### src/rtl/fetch_unit.sv
// Multi-cycle instruction fetch/sequencer: IDLE -> FETCH -> LOAD -> EXEC, with
// conditional relative branches, single-step support and a reset-only HALTED state.
module fetch_unit #(
    parameter int PC_W = 8
) (
    input  logic            clk,
    input  logic            rst_n,
    input  logic            run,
    input  logic            step,
    output logic [PC_W-1:0] imem_addr,
    input  logic [15:0]     imem_data,
    output logic [15:0]     inst,
    output logic            inst_valid,
    input  logic            halt,
    input  logic            zero,
    input  logic            neg,
    output logic [PC_W-1:0] pc,
    output logic            halted
);

    typedef enum logic [2:0] {
        S_IDLE,
        S_FETCH,
        S_LOAD,
        S_EXEC,
        S_HALTED
    } state_t;

    state_t          state;
    logic            taken;
    logic [PC_W-1:0] pc_seq;
    logic [PC_W-1:0] pc_target;
    logic [PC_W-1:0] imm_ext;

    // The ROM is addressed straight from PC so the read lines up with FETCH.
    assign imem_addr = pc;

    assign imm_ext   = {{(PC_W-6){inst[5]}}, inst[5:0]};
    assign pc_seq    = pc + PC_W'(1);
    assign pc_target = pc_seq + imm_ext;

    always_comb begin
        taken = 1'b0;
        case (inst[15:12])
            4'b1000: taken = zero;
            4'b1001: taken = !zero;
            4'b1010: taken = !neg;
            4'b1011: taken = neg;
            default: taken = 1'b0;
        endcase
    end

    // inst_valid and halted are registered alongside the state so they track it exactly.
    always_ff @(posedge clk or negedge rst_n) begin
        if (!rst_n) begin
            state      <= S_IDLE;
            pc         <= '0;
            inst       <= 16'h0000;
            inst_valid <= 1'b0;
            halted     <= 1'b0;
        end else begin
            case (state)
                S_IDLE: begin
                    if (run || step) begin
                        state <= S_FETCH;
                    end
                end
                S_FETCH: begin
                    state <= S_LOAD;
                end
                S_LOAD: begin
                    inst       <= imem_data;
                    inst_valid <= 1'b1;
                    state      <= S_EXEC;
                end
                S_EXEC: begin
                    inst_valid <= 1'b0;
                    if (halt) begin
                        halted <= 1'b1;
                        state  <= S_HALTED;
                    end else begin
                        pc    <= taken ? pc_target : pc_seq;
                        state <= run ? S_FETCH : S_IDLE;
                    end
                end
                S_HALTED: begin
                    state <= S_HALTED;
                end
                default: begin
                    state <= S_IDLE;
                end
            endcase
        end
    end

endmodule
### config.mk
export PLATFORM = sky130hd
export DESIGN_NAME = fetch_unit
export DESIGN_NICKNAME = d
export VERILOG_FILES = /design/src/rtl/fetch_unit.sv
export SDC_FILE = /design/constraint.sdc
export NUM_CORES = 1
export LEC_CHECK = 0
export CORE_ASPECT_RATIO = 0.7
export CORE_MARGIN = 2
export CORE_UTILIZATION = 45
export CTS_BUF_LIST = sky130_fd_sc_hd__clkbuf_4
export DETAILED_ROUTE_END_ITERATION = 8
export PLACE_DENSITY = 0.79
export SYNTH_ARGS = -nofsm -noshare
export SYNTH_HDL_FRONTEND = slang
export SYNTH_SLANG_ARGS = --single-unit
### constraint.sdc
create_clock -name clk -period 5.1 [get_ports clk]
set_clock_uncertainty 0.15 [all_clocks]
set_input_delay 0.51 -clock clk [delete_from_list [all_inputs] [get_ports clk]]
set_output_delay 0.51 -clock clk [all_outputs]
set_load 0.005 [all_outputs]
# [After elaboration in Yosys (flattened, before gate mapping)]
# Index checks and enable logic that the tools add are counted.
[word_totals] mem_count=0 mem_bits_rw=0 mem_bits_ro=0 register_bits=29 wordCells=31 in_bits=23 latchBits=0
[op_classes] n_eq_ne=9 addsub=2 muxes=7 mul=0 div_mod_pow=0 bitwise=1 magnitude_cmp=0 shift=0 reduce_logical=7
[ops] operator="4-bit equality test, second input constant" count=4
[ops] operator="3-bit one-hot mux with 5 select lines" count=1
[ops] operator="8-bit by 1-bit adder with 8-bit output, second input constant" count=1
[ops] operator="8-bit adder" count=1
[ops] operator="8-bit 2-to-1 mux" count=1
[ops] operator="3-bit by 2-bit equality test with 1-bit output, second input constant" count=2
[ops] operator="3-bit 2-to-1 mux" count=2
[ops] operator="1-bit one-hot mux with 4 select lines" count=1
[ops] operator="2-bit AND reduction" count=2
[ops] operator="3-bit by 1-bit equality test with 1-bit output, second input constant" count=1
[ops] operator="3-bit equality test, second input constant" count=1
[ops] operator="3-bit zero test" count=1
[ops] operator="1-bit zero test" count=2
[ops] operator="2-bit != test, second input constant" count=1
[ops] operator="1-bit one-hot mux with 2 select lines" count=1
[ops] operator="2-bit nonzero test" count=1
[ops] operator="1-bit logical OR" count=1
[ops] operator="1-bit 2-to-1 mux" count=1
[ops] operator="1-bit inverter" count=1

# [Depth between registers and ports, before layout]
# Gate-level depths: netlist (run 1).
[depth] ltp_word=3 depth_mapped=11 ltp_nobuf=11

# [Worst setup path after synthesis (run 1)]
# No wires, ideal clock.
[synth_path] path_kind="reg-to-reg" start="register pc[0] (netlist: imem_addr[0])" end="register pc[7] (netlist: imem_addr[7])" stages_incl_launch_ff=12 synth_period_minus_slack_ns=2.517 required_ns=4.827 path_slack_ns=2.583 t_arrival_ns=2.243 n_path_buf=0 path_cell_list="dfrtp_1 > ha_1 > nand4_1 > nor2_1 > xor2_1 > ha_1 > a21oi_1 > o21ai_0 > or3_1 > a31oi_1 > o21ai_2 > xnor2_1"
[synth_between] elab_chain_cells=3
[synth_lines] item="start: declaration" line_no="17" text="output logic [PC_W-1:0] pc,"
[synth_lines] item="start signal: assignment" line_no="82" text="pc <= taken ? pc_target : pc_seq;"
[synth_lines] item="8-bit by 1-bit adder with 8-bit output (*)" line_no="39" text="assign pc_seq = pc + PC_W'(1);"
[synth_lines] item="8-bit adder" line_no="40" text="assign pc_target = pc_seq + imm_ext;"
[synth_lines] item="8-bit 2-to-1 mux (*)" line_no="82"
# Every way passes the cells marked *; elsewhere a longest branch is shown, timed or not.
# A chain may end at the register's enable or synchronous reset.

# [Final worst setup path (run 1)]
# Ends and elaborated chain as after synthesis.

==> results.sh, run 1 <==
export IMPL_p_leak_nw=0.960
export IMPL_crit_fanout=6
export IMPL_synth_avg_cell_area_um2=10.3
export IMPL_synthArstFlopShare_pct=100
export IMPL_htreeDepth=2
export IMPL_crit_path_cell_trace="and3_1 -> and3_2 -> xnor2_1 -> ha_1 -> nand2_1 -> a211oi_1 -> o21ai_0 -> a31oi_1 -> o21ai_2 -> xnor2_1"
export IMPL_rsz0062_at_grt="no"
export IMPL_grt_pass1_wl_mm=6.45
export IMPL_cts_tree="yes"
export IMPL_rr_worst_depth=10
export IMPL_remaining_drc_errors=0
export IMPL_slew_headroom_pct=44.2
export IMPL_fmaxAchievable_mhz=360
export IMPL_critical_path_class="reg -> reg"
export IMPL_drive_above_1_share_pct=15.3
export IMPL_dp_slack_ns=2.37
export IMPL_critPathLaunchType="register"
export IMPL_num_rows=18
export IMPL_synth_area_mm2=0.00168
export IMPL_grt_usage_pct=20.4
export IMPL_critical_path_max_stage_delay_ns=0.44
export IMPL_synth_top_cells_by_area="dfrtp_1 (43%), mux2_2 (11%), ha_1 (6.7%)"
export IMPL_end_kind="register"
export IMPL_crit_top_cell="xnor2_1"
export IMPL_die_w_um=77.0
export IMPL_dieArea_mm2=0.00424
export IMPL_synth_common_cells="dfrtp_1 (29), mux2_2 (16), nor2_1 (13), o21ai_0 (13)"
export IMPL_gp_congestion=0.801
export IMPL_initial_core_util_pct=47.4
export IMPL_drtAntennaViolNets=0
export IMPL_syn_inst=162
export IMPL_hold_violations=0
export IMPL_yosys_area_top_type="dfrtp_1"
export IMPL_wl_per_cell_um=14.6
export IMPL_grt_pass1_vias=1400
export IMPL_num_antenna_cells=0
export IMPL_min_path_cells=1
export IMPL_grt_overflow_total=0
export IMPL_crit_arrival_ns=2.84
export IMPL_vias=1406
export IMPL_ys_ff_latch=29
export IMPL_cts_sinks=29
export IMPL_ys_seq_area_share_pct=43.3
export IMPL_synthToLayoutAreaGrowth_pct=37.6
export IMPL_drtIter0Drc=70
export IMPL_wl_mm=3.87
export IMPL_firstDrtPassIters=4
export IMPL_setup_viol=0
export IMPL_crit_slowest_cell="dfrtp_1"
export IMPL_yosysWarnings=0
export IMPL_cts_resized_gates=0
export IMPL_via_per_inst=5.31
export IMPL_clock_latency_ns=0.32
export IMPL_fin_crit_sh_pct=54.4
export IMPL_clockRootBuffer="clkbuf_4"
export IMPL_hp_class="reg -> reg"
export IMPL_clkTransAtPathRegs_ns=0.10
export IMPL_outcome="finished, final reports clean"
export IMPL_yosysMostFrequentCell="dfrtp_1"
export IMPL_nets=247
export IMPL_cts_hold_buf=0
export IMPL_drv_slew=0
export IMPL_power_density_mw_per_mm2=722
export IMPL_synth_cell_types=36
export IMPL_chipHeight_um=55.1
export IMPL_synth_top_area_share_pct=43.3
export IMPL_antenna_found_initial=0
export IMPL_required_ns=5.16
export IMPL_grt_max_degree=30
export IMPL_cts_path_max_buffers=2
export IMPL_min_period_ns=2.78
export IMPL_io_buffers=56
export IMPL_io_pins=57
export IMPL_drv_cap=0
export IMPL_numCtsBuffers=5
export IMPL_dp_hpwl_mm=2.95
export IMPL_fin_tns_setup_ns=0
export IMPL_fp_coreArea_mm2=0.00354
export IMPL_fin_ws_ns=2.32
export IMPL_peakVddDrop_mv=0.341
export IMPL_synth_fp_nets=195
export IMPL_synthFlopType="dfrtp_1"
export IMPL_post_cts_buffers=0
export IMPL_worstMarginPinSlew_ns=0.836
export IMPL_synth_edf_count=0
## area by class of cell
| cell class | instances | area (um^2) |
|---|---|---|
| timing repair buffer | 57 | 568 |
| tap | 50 | 62.6 |
| multi-input combinational | 117 | 857 |
| sequential | 29 | 726 |
| clock buffer | 6 | 45.0 |
| inverter | 4 | 15.0 |
| clock inverter | 2 | 33.8 |
| fill | 288 | 1230 |
## kinds of logic (layout without fill, tap and decap cells)
| family | after synthesis | count (layout) | synth area share, % |
|---|---|---|---|
| adder cells (fa/ha/maj) | 10 | 10 | 7.91 |
| buffers and inverters | 16 | 69 | 5.60 |
| multiplexers | 16 | 16 | 10.7 |
| XOR/XNOR | 12 | 12 | 6.27 |
| flip-flops | 29 | 29 | 43.3 |
| AND/OR/NAND/NOR | 42 | 42 | 12.8 |
| AO/OA/AOI/OAI | 37 | 37 | 13.4 |
## registers in the layout, summed over array words and instances (netlist names)
| register | cells |
|---|---|
| inst_valid | 1 |
| halted | 1 |
| imem_addr | 8 |
| inst | 16 |
| state | 3 |
## worst max-delay path: cells and delay by family, from the launching register on
family          cells  cell delay, ns
flops               1            0.44
xor+xnor            2            0.32
simple gates        3            0.60
fa+ha+maj           1            0.32
compound gates      4            0.84
## metrics by stage
step	hold slack [ns]	utilization [%]	area [um^2]	power, mW	instances
2_1_floorplan	0.0644	-	1680	1.09	162
3_3_place_gp	0.304	63.0	2230	1.42	257
3_5_place_dp	0.319	63.0	2230	1.47	257
4_1_cts	0.341	65.3	2310	1.67	265
5_1_grt	0.364	65.3	2310	1.80	265
6_report	0.339	65.3	2310	1.67	265
## worst paths after layout
check | start | endpoint | slack [ns]
max | imem_addr[0]$_DFFE_PN0P_ | imem_addr[7]$_DFFE_PN0P_ | 2.32
min | halted$_DFFE_PN0P_ | halted$_DFFE_PN0P_ | 0.34
max reg2reg | imem_addr[0]$_DFFE_PN0P_ | imem_addr[7]$_DFFE_PN0P_ | 2.32
min reg2reg | halted$_DFFE_PN0P_ | halted$_DFFE_PN0P_ | 0.34
max in group asynchronous | rst_n | inst_valid$_DFFE_PN0P_ | 4.11
min in group asynchronous | rst_n | imem_addr[7]$_DFFE_PN0P_ | 0.41
## per-layer routing
layer | GRT usage, % | up-vias | part of all wire, % | routed length [um]
li1 | - | 675 | - | -
met1 | 24.1 | 661 | 44 | 1720
met2 | 33.8 | 62 | 46 | 1780
met3 | 7.95 | 8 | 7.6 | 292
met4 | 10.0 | 0 | 1.9 | 72
met5 | 0 | - | 0 | 0
## cell usage in the layout (no fill, tap or decap), types with 2 or more instances in the layout
cell             instances
nand2_1                 11
clkdlybuf4s50_1         56
inv_1                    4
dfrtp_1                 29
nor2b_1                  3
nand3_1                  3
a31oi_1                  3
a22oi_1                  2
xnor2_1                  6
o21ai_0                 13
nor2_1                  13
a21o_1                   2
ha_1                     9
nor3_1                   2
mux2_2                  16
xor2_1                   6
a21oi_1                 11
clkbuf_4                 6
## report_power, final
group	switching (mW)	internal [mW]	total (mW)
combinational	0.451	0.559	1.01
sequential	0.124	0.344	0.468
clock	0.0802	0.107	0.188
(Power assumes the default switching activity.)
==> run 2: changes to the inputs <==
==> constraint.sdc (replaced) <==
create_clock -name clk -period 2.65 [get_ports clk]
set_clock_uncertainty 0.15 [all_clocks]
set_input_delay 0.265 -clock clk [delete_from_list [all_inputs] [get_ports clk]]
set_output_delay 0.265 -clock clk [all_outputs]
set_load 0.005 [all_outputs]
==> run 2 against run 1 <==
Effect of this change:
- the flow now finishes with violations (setup timing)
- critical path depth unchanged
- non-clock buffer count up 6
- final cell count up 2.3%
- die area unchanged
- flip-flop and latch count unchanged
- count of clock-buffer cells in the layout unchanged
- worst setup slack worse by 2.3 ns
- worst hold slack worse by 0.18 ns
- sequential share of layout area down 0.55 points
- design area up 1.8%
- largest cell class unchanged
- largest power group unchanged
==> results.sh, run 2 (synthesis results as in run 1) <==
export IMPL_cts_sinks=29
export IMPL_p_comb_share_pct=64.4
export IMPL_grt_usage_pct=19.6
export IMPL_fp_coreArea_mm2=0.00354
export IMPL_clock_latency_ns=0.33
export IMPL_grt_max_degree=30
export IMPL_cts_hold_buf=0
export IMPL_drv_cap=0
export IMPL_ff_latch_area_um2=726
export IMPL_final_cells=271
export IMPL_clockRootBuffer="clkbuf_4"
export IMPL_p_sw_mw=1.28
export IMPL_num_rows=18
export IMPL_p_leak_nw=0.982
export IMPL_p_int_mw=1.94
export IMPL_crit_slowest_cell="dfrtp_1"
export IMPL_dieArea_mm2=0.00424
export IMPL_fin_ws_ns=-0.00130
export IMPL_outcome="finished with violations"
export IMPL_required_ns=2.76
export IMPL_peakVddDrop_mv=0.693
export IMPL_dp_hpwl_mm=2.86
export IMPL_chipHeight_um=55.1
export IMPL_critical_path_max_stage_delay_ns=0.40
export IMPL_firstDrtPassIters=4
export IMPL_initial_core_util_pct=47.4
export IMPL_io_buffers=56
export IMPL_cts_tree="yes"
export IMPL_gp_congestion=0.809
export IMPL_vias=1415
export IMPL_crit_fanout=4
export IMPL_largest_register_ffs=16
export IMPL_num_antenna_cells=0
export IMPL_hp_class="in -> async"
export IMPL_worstMarginPinSlew_ns=0.375
export IMPL_fmaxAchievable_mhz=377
export IMPL_dp_slack_ns=0.0146
export IMPL_rsz0062_at_grt="yes"
export IMPL_clkTransAtPathRegs_ns=0.09
export IMPL_cts_path_max_buffers=2
export IMPL_wl_per_cell_um=13.8
export IMPL_violations="setup timing"
export IMPL_wl_mm=3.75
export IMPL_crit_path_cell_trace="and3_1 -> and3_2 -> xnor2_1 -> ha_1 -> nand2_1 -> o21ai_2 -> or3_4 -> and4_4 -> o21ai_2 -> xnor2_1"
export IMPL_dp_cells=261
export IMPL_antenna_found_initial=0
export IMPL_hold_violations=0
export IMPL_end_kind="register"
export IMPL_die_w_um=77.0
export IMPL_remaining_drc_errors=0
export IMPL_fin_crit_sh_pct=100
export IMPL_layout_common_cells="clkdlybuf4s50_1 (56), dfrtp_1 (29), mux2_2 (16)"
export IMPL_nets=253
export IMPL_fin_tns_setup_ns=-0.00130
export IMPL_setup_viol=1
export IMPL_holdWs_ns=0.155
export IMPL_synthToLayoutAreaGrowth_pct=40.1
export IMPL_numCtsBuffers=5
export IMPL_slew_headroom_pct=75.0
export IMPL_grt_overflow_total=0
export IMPL_drv_slew=0
export IMPL_drive_above_1_share_pct=20.4
export IMPL_switching_share_pct=39.9
export IMPL_htreeDepth=2
export IMPL_final_common_cell="clkdlybuf4s50_1"
export IMPL_drtIter0Drc=46
export IMPL_via_per_inst=5.22
export IMPL_min_period_ns=2.65
export IMPL_multi_input_area_um2=877
export IMPL_grt_pass1_vias=1388
export IMPL_power_frac_clock_pct=8.3
export IMPL_drtAntennaViolNets=0
export IMPL_io_pins=57
export IMPL_fillCellCount=287
export IMPL_seqPwrFrac_pct=27.3
export IMPL_crit_arrival_ns=2.76
export IMPL_largest_register="inst"
export IMPL_critical_path_class="reg -> reg"
export IMPL_power_density_mw_per_mm2=1370
export IMPL_grt_pass1_wl_mm=6.24
export IMPL_critPathLaunchType="register"
run 2: final cells by class:
| type | instances | share of cell area [%] |
|---|---|---|
| multi-input combinational | 117 | 37.3 |
| sequential | 29 | 30.9 |
| timing repair buffer | 63 | 26.1 |
| tap | 50 | 2.66 |
| clock buffer | 6 | 1.92 |
| inverter | 4 | 0.639 |
| clock inverter | 2 | 0.426 |
run 2: final timing paths:
kind                                                from                        to  slack (ns)  cells past startpoint
worst max register to register  imem_addr[0]$_DFFE_PN0P_  imem_addr[7]$_DFFE_PN0P_      -0.001                     10
worst min register to register        halted$_DFFE_PN0P_        halted$_DFFE_PN0P_        0.32                      1
worst min-delay path                               rst_n       inst[5]$_DFFE_PN0P_        0.15                      2
worst max-delay path            imem_addr[0]$_DFFE_PN0P_  imem_addr[7]$_DFFE_PN0P_      -0.001                     10
min in group clk                      halted$_DFFE_PN0P_        halted$_DFFE_PN0P_        0.32                      1
max in group asynchronous                          rst_n       inst[3]$_DFFE_PN0P_        1.91                      2
run 2: per-stage QoR:
stage | instance area [um^2] | power [mW] | util [%]
3_3_place_gp | 2260 | 2.76 | 63.9
4_1_cts | 2320 | 3.15 | 65.6
5_1_grt | 2350 | 3.50 | 66.4
3_5_place_dp | 2260 | 2.84 | 63.9
6_report | 2350 | 3.22 | 66.4
2_1_floorplan | 1680 | 2.09 | -
run 2: what timing repair did:
action                                  in CTS  in global routing
pin swaps                                    0                  8
endpoints found under the setup margin       1                  1
gates cloned                                 0                  0
gates resized for setup                      0                  6
buffers inserted                             1                  1
run 2: power groups by stage:
stage	clock (mW)	sequential [mW]	combinational, mW
2_1_floorplan	0	0.866	1.23
3_3_place_gp	0	0.878	1.88
3_5_place_dp	0	0.890	1.95
4_1_cts	0.285	0.881	1.98
5_1_grt	0.306	0.923	2.27
6_report	0.267	0.878	2.07
run 2: per-layer routing:
metal	vias to the layer above	wire [um]	GRT usage [%]	part of all wire [%]
met5	-	0	0	0
met4	0	40	5.76	1.1
met3	5	338	8.77	9.0
met2	50	1800	33.9	48
met1	673	1570	22.5	42
li1	687	-	-	-
run 2: critical path, delay by kind of cell (launching register included):
family	cells	cell delay, ns
compound gates	2	0.18
xor+xnor	2	0.35
fa+ha+maj	1	0.30
flops	1	0.40
simple gates	5	1.20
==> run 3: changes to the inputs <==
--- a/config.mk
+++ b/config.mk
@@ -9,6 +9,7 @@
 export CORE_MARGIN = 2
 export CORE_UTILIZATION = 45
 export CTS_BUF_LIST = sky130_fd_sc_hd__clkbuf_4
+export CTS_CLUSTER_SIZE = 30
 export DETAILED_ROUTE_END_ITERATION = 8
 export PLACE_DENSITY = 0.79
 export SYNTH_ARGS = -nofsm -noshare
==> constraint.sdc (replaced) <==
create_clock -name clk -period 3.1 [get_ports clk]
set_clock_uncertainty 0.15 [all_clocks]
set_input_delay 0.31 -clock clk [delete_from_list [all_inputs] [get_ports clk]]
set_output_delay 0.31 -clock clk [all_outputs]
set_load 0.005 [all_outputs]
==> run 3 against run 2 <==
Effect of this change:
- the run now ends clean
- worst hold slack better by 0.053 ns
- combinational power is 20% lower
- fmax is 3.8% lower
- design area is 1.8% lower
- power is 15% lower
- clock power is 16% higher
- global-route usage is 0.74 points higher
- sequential share of layout area is 0.55 points higher
- largest power group unchanged
==> results.sh, run 3 (synthesis results as in run 1) <==
export IMPL_via_per_inst=5.40
export IMPL_crit_path_cell_trace="and3_1 -> and3_2 -> xnor2_1 -> ha_1 -> nand2_1 -> a211oi_1 -> or3_1 -> a31oi_1 -> o21ai_2 -> xnor2_1"
export IMPL_dieArea_mm2=0.00424
export IMPL_p_comb_share_pct=60.7
export IMPL_wl_mm=3.87
export IMPL_peakVddDrop_mv=0.531
export IMPL_power_density_mw_per_mm2=1190
export IMPL_critical_path_class="reg -> reg"
export IMPL_clkTransAtPathRegs_ns=0.10
export IMPL_io_pins=57
export IMPL_remaining_drc_errors=0
export IMPL_rrSetupSlack_ns=0.34
export IMPL_num_antenna_cells=0
export IMPL_drv_slew=0
export IMPL_grt_overflow_total=0
export IMPL_critical_path_max_stage_delay_ns=0.44
export IMPL_drtAntennaViolNets=0
export IMPL_min_period_ns=2.76
export IMPL_p_sw_mw=1.07
export IMPL_num_rows=18
export IMPL_p_leak_nw=0.960
export IMPL_crit_arrival_ns=2.82
export IMPL_fin_crit_sh_pct=88.9
export IMPL_fmaxAchievable_mhz=363
export IMPL_worstMarginPinSlew_ns=0.849
export IMPL_initial_core_util_pct=47.4
export IMPL_post_cts_buffers=0
export IMPL_grt_usage_pct=20.3
export IMPL_cts_path_max_buffers=2
export IMPL_clockRootBuffer="clkbuf_4"
export IMPL_numCtsBuffers=5
export IMPL_fillCellCount=287
export IMPL_use_met2_pct=34.2
export IMPL_critPathLaunchType="register"
export IMPL_seqPwrFrac_pct=28.0
export IMPL_switching_share_pct=39.3
export IMPL_final_cells=265
export IMPL_crit_slowest_cell="dfrtp_1"
export IMPL_crit_top_cell="xnor2_1"
export IMPL_nets=247
export IMPL_wl_per_cell_um=14.6
export IMPL_drv_cap=0
export IMPL_vias=1431
export IMPL_io_buffers=56
export IMPL_hp_class="in -> async"
export IMPL_drive_above_1_share_pct=15.3
export IMPL_synthToLayoutAreaGrowth_pct=37.6
export IMPL_clock_latency_ns=0.33
export IMPL_dp_cells=257
export IMPL_p_int_mw=1.66
export IMPL_cts_sinks=29
export IMPL_cts_hold_buf=0
export IMPL_fp_coreArea_mm2=0.00354
export IMPL_dp_hpwl_mm=2.98
export IMPL_chipHeight_um=55.1
export IMPL_cts_tree="yes"
export IMPL_final_common_cell="clkdlybuf4s50_1"
export IMPL_power_frac_clock_pct=11.3
export IMPL_setup_viol=0
export IMPL_grt_pass1_vias=1434
export IMPL_hold_violations=0
export IMPL_grt_busiest_layer="met2"
export IMPL_fin_ws_ns=0.344
export IMPL_met3_usage_pct=6.82
export IMPL_grt_max_degree=30
export IMPL_die_w_um=77.0
export IMPL_grt_pass1_wl_mm=6.45
export IMPL_largest_register="inst"
export IMPL_fin_util_pct=65.3
export IMPL_htreeDepth=2
export IMPL_largest_register_ffs=16
export IMPL_crit_fanout=6
export IMPL_rsz0062_at_grt="no"
export IMPL_required_ns=3.16
export IMPL_layout_common_cells="clkdlybuf4s50_1 (56), dfrtp_1 (29), mux2_2 (16)"
export IMPL_grt_util_met1_pct=23.4
export IMPL_slew_headroom_pct=43.3
export IMPL_dp_slack_ns=0.359
export IMPL_drtIter0Drc=93
export IMPL_end_kind="register"
export IMPL_cts_resized_gates=0
export IMPL_fin_tns_setup_ns=0
export IMPL_antenna_found_initial=0
export IMPL_outcome="finished, final reports clean"
export IMPL_gp_congestion=0.801
export IMPL_firstDrtPassIters=4
-- run 3: changes by cell type in the layout (fill, tap and decap cells not counted), sizes merged --
cell	before	now
buf	7	1
bufinv	0	1
clkinv	2	1
-- run 3: routing by layer --
| layer | vias up | wire, um |
|---|---|---|
| met5 | - | 0 |
| met4 | 0 | 102 |
| met3 | 13 | 312 |
| met2 | 63 | 1790 |
| met1 | 684 | 1670 |
| li1 | 671 | - |
-- run 3: cell type report --
| cell class | instances | area, um^2 | share of cell area (%) |
|---|---|---|---|
| well taps | 50 | 62.6 | 2.71 |
| inverters | 4 | 15.0 | 0.651 |
| clock buffers | 6 | 45.0 | 1.95 |
| multi-input cells | 117 | 857 | 37.1 |
| flip-flops and latches | 29 | 726 | 31.5 |
| repair buffers | 57 | 568 | 24.6 |
| clock inverters | 2 | 33.8 | 1.46 |
-- run 3: worst paths after layout --
kind,start,endpoint,cells after the start
worst max-delay path,imem_addr[0]$_DFFE_PN0P_,imem_addr[7]$_DFFE_PN0P_,10
worst min-delay path,rst_n,imem_addr[0]$_DFFE_PN0P_,2
worst max register to register,imem_addr[0]$_DFFE_PN0P_,imem_addr[7]$_DFFE_PN0P_,10
worst min register to register,halted$_DFFE_PN0P_,halted$_DFFE_PN0P_,1
max in group asynchronous,rst_n,inst[11]$_DFFE_PN0P_,2
min in group clk,halted$_DFFE_PN0P_,halted$_DFFE_PN0P_,1
-- run 3: per-stage QoR --
step	total power [mW]	hold slack [ns]	instance area, um^2
after floorplan	1.79	-0.136	1680
after global placement	2.33	0.304	2230
after detailed placement	2.42	0.312	2230
after CTS	2.74	0.223	2310
after global routing	2.97	0.241	2310
final	2.74	0.208	2310
-- run 3: power by group through the flow --
stage	registers, mW	clock network, mW	logic, mW
after floorplan	0.740	0	1.05
after global placement	0.758	0	1.57
after detailed placement	0.773	0	1.64
after CTS	0.768	0.316	1.66
after global routing	0.802	0.339	1.83
final	0.767	0.309	1.66
-- run 3: critical path: cells and delay by family, from the launching register on --
kind / cells / cell delay (ns)
xor+xnor: 2 / 0.37
compound gates: 3 / 0.38
fa+ha+maj: 1 / 0.30
flops: 1 / 0.44
simple gates: 4 / 0.99
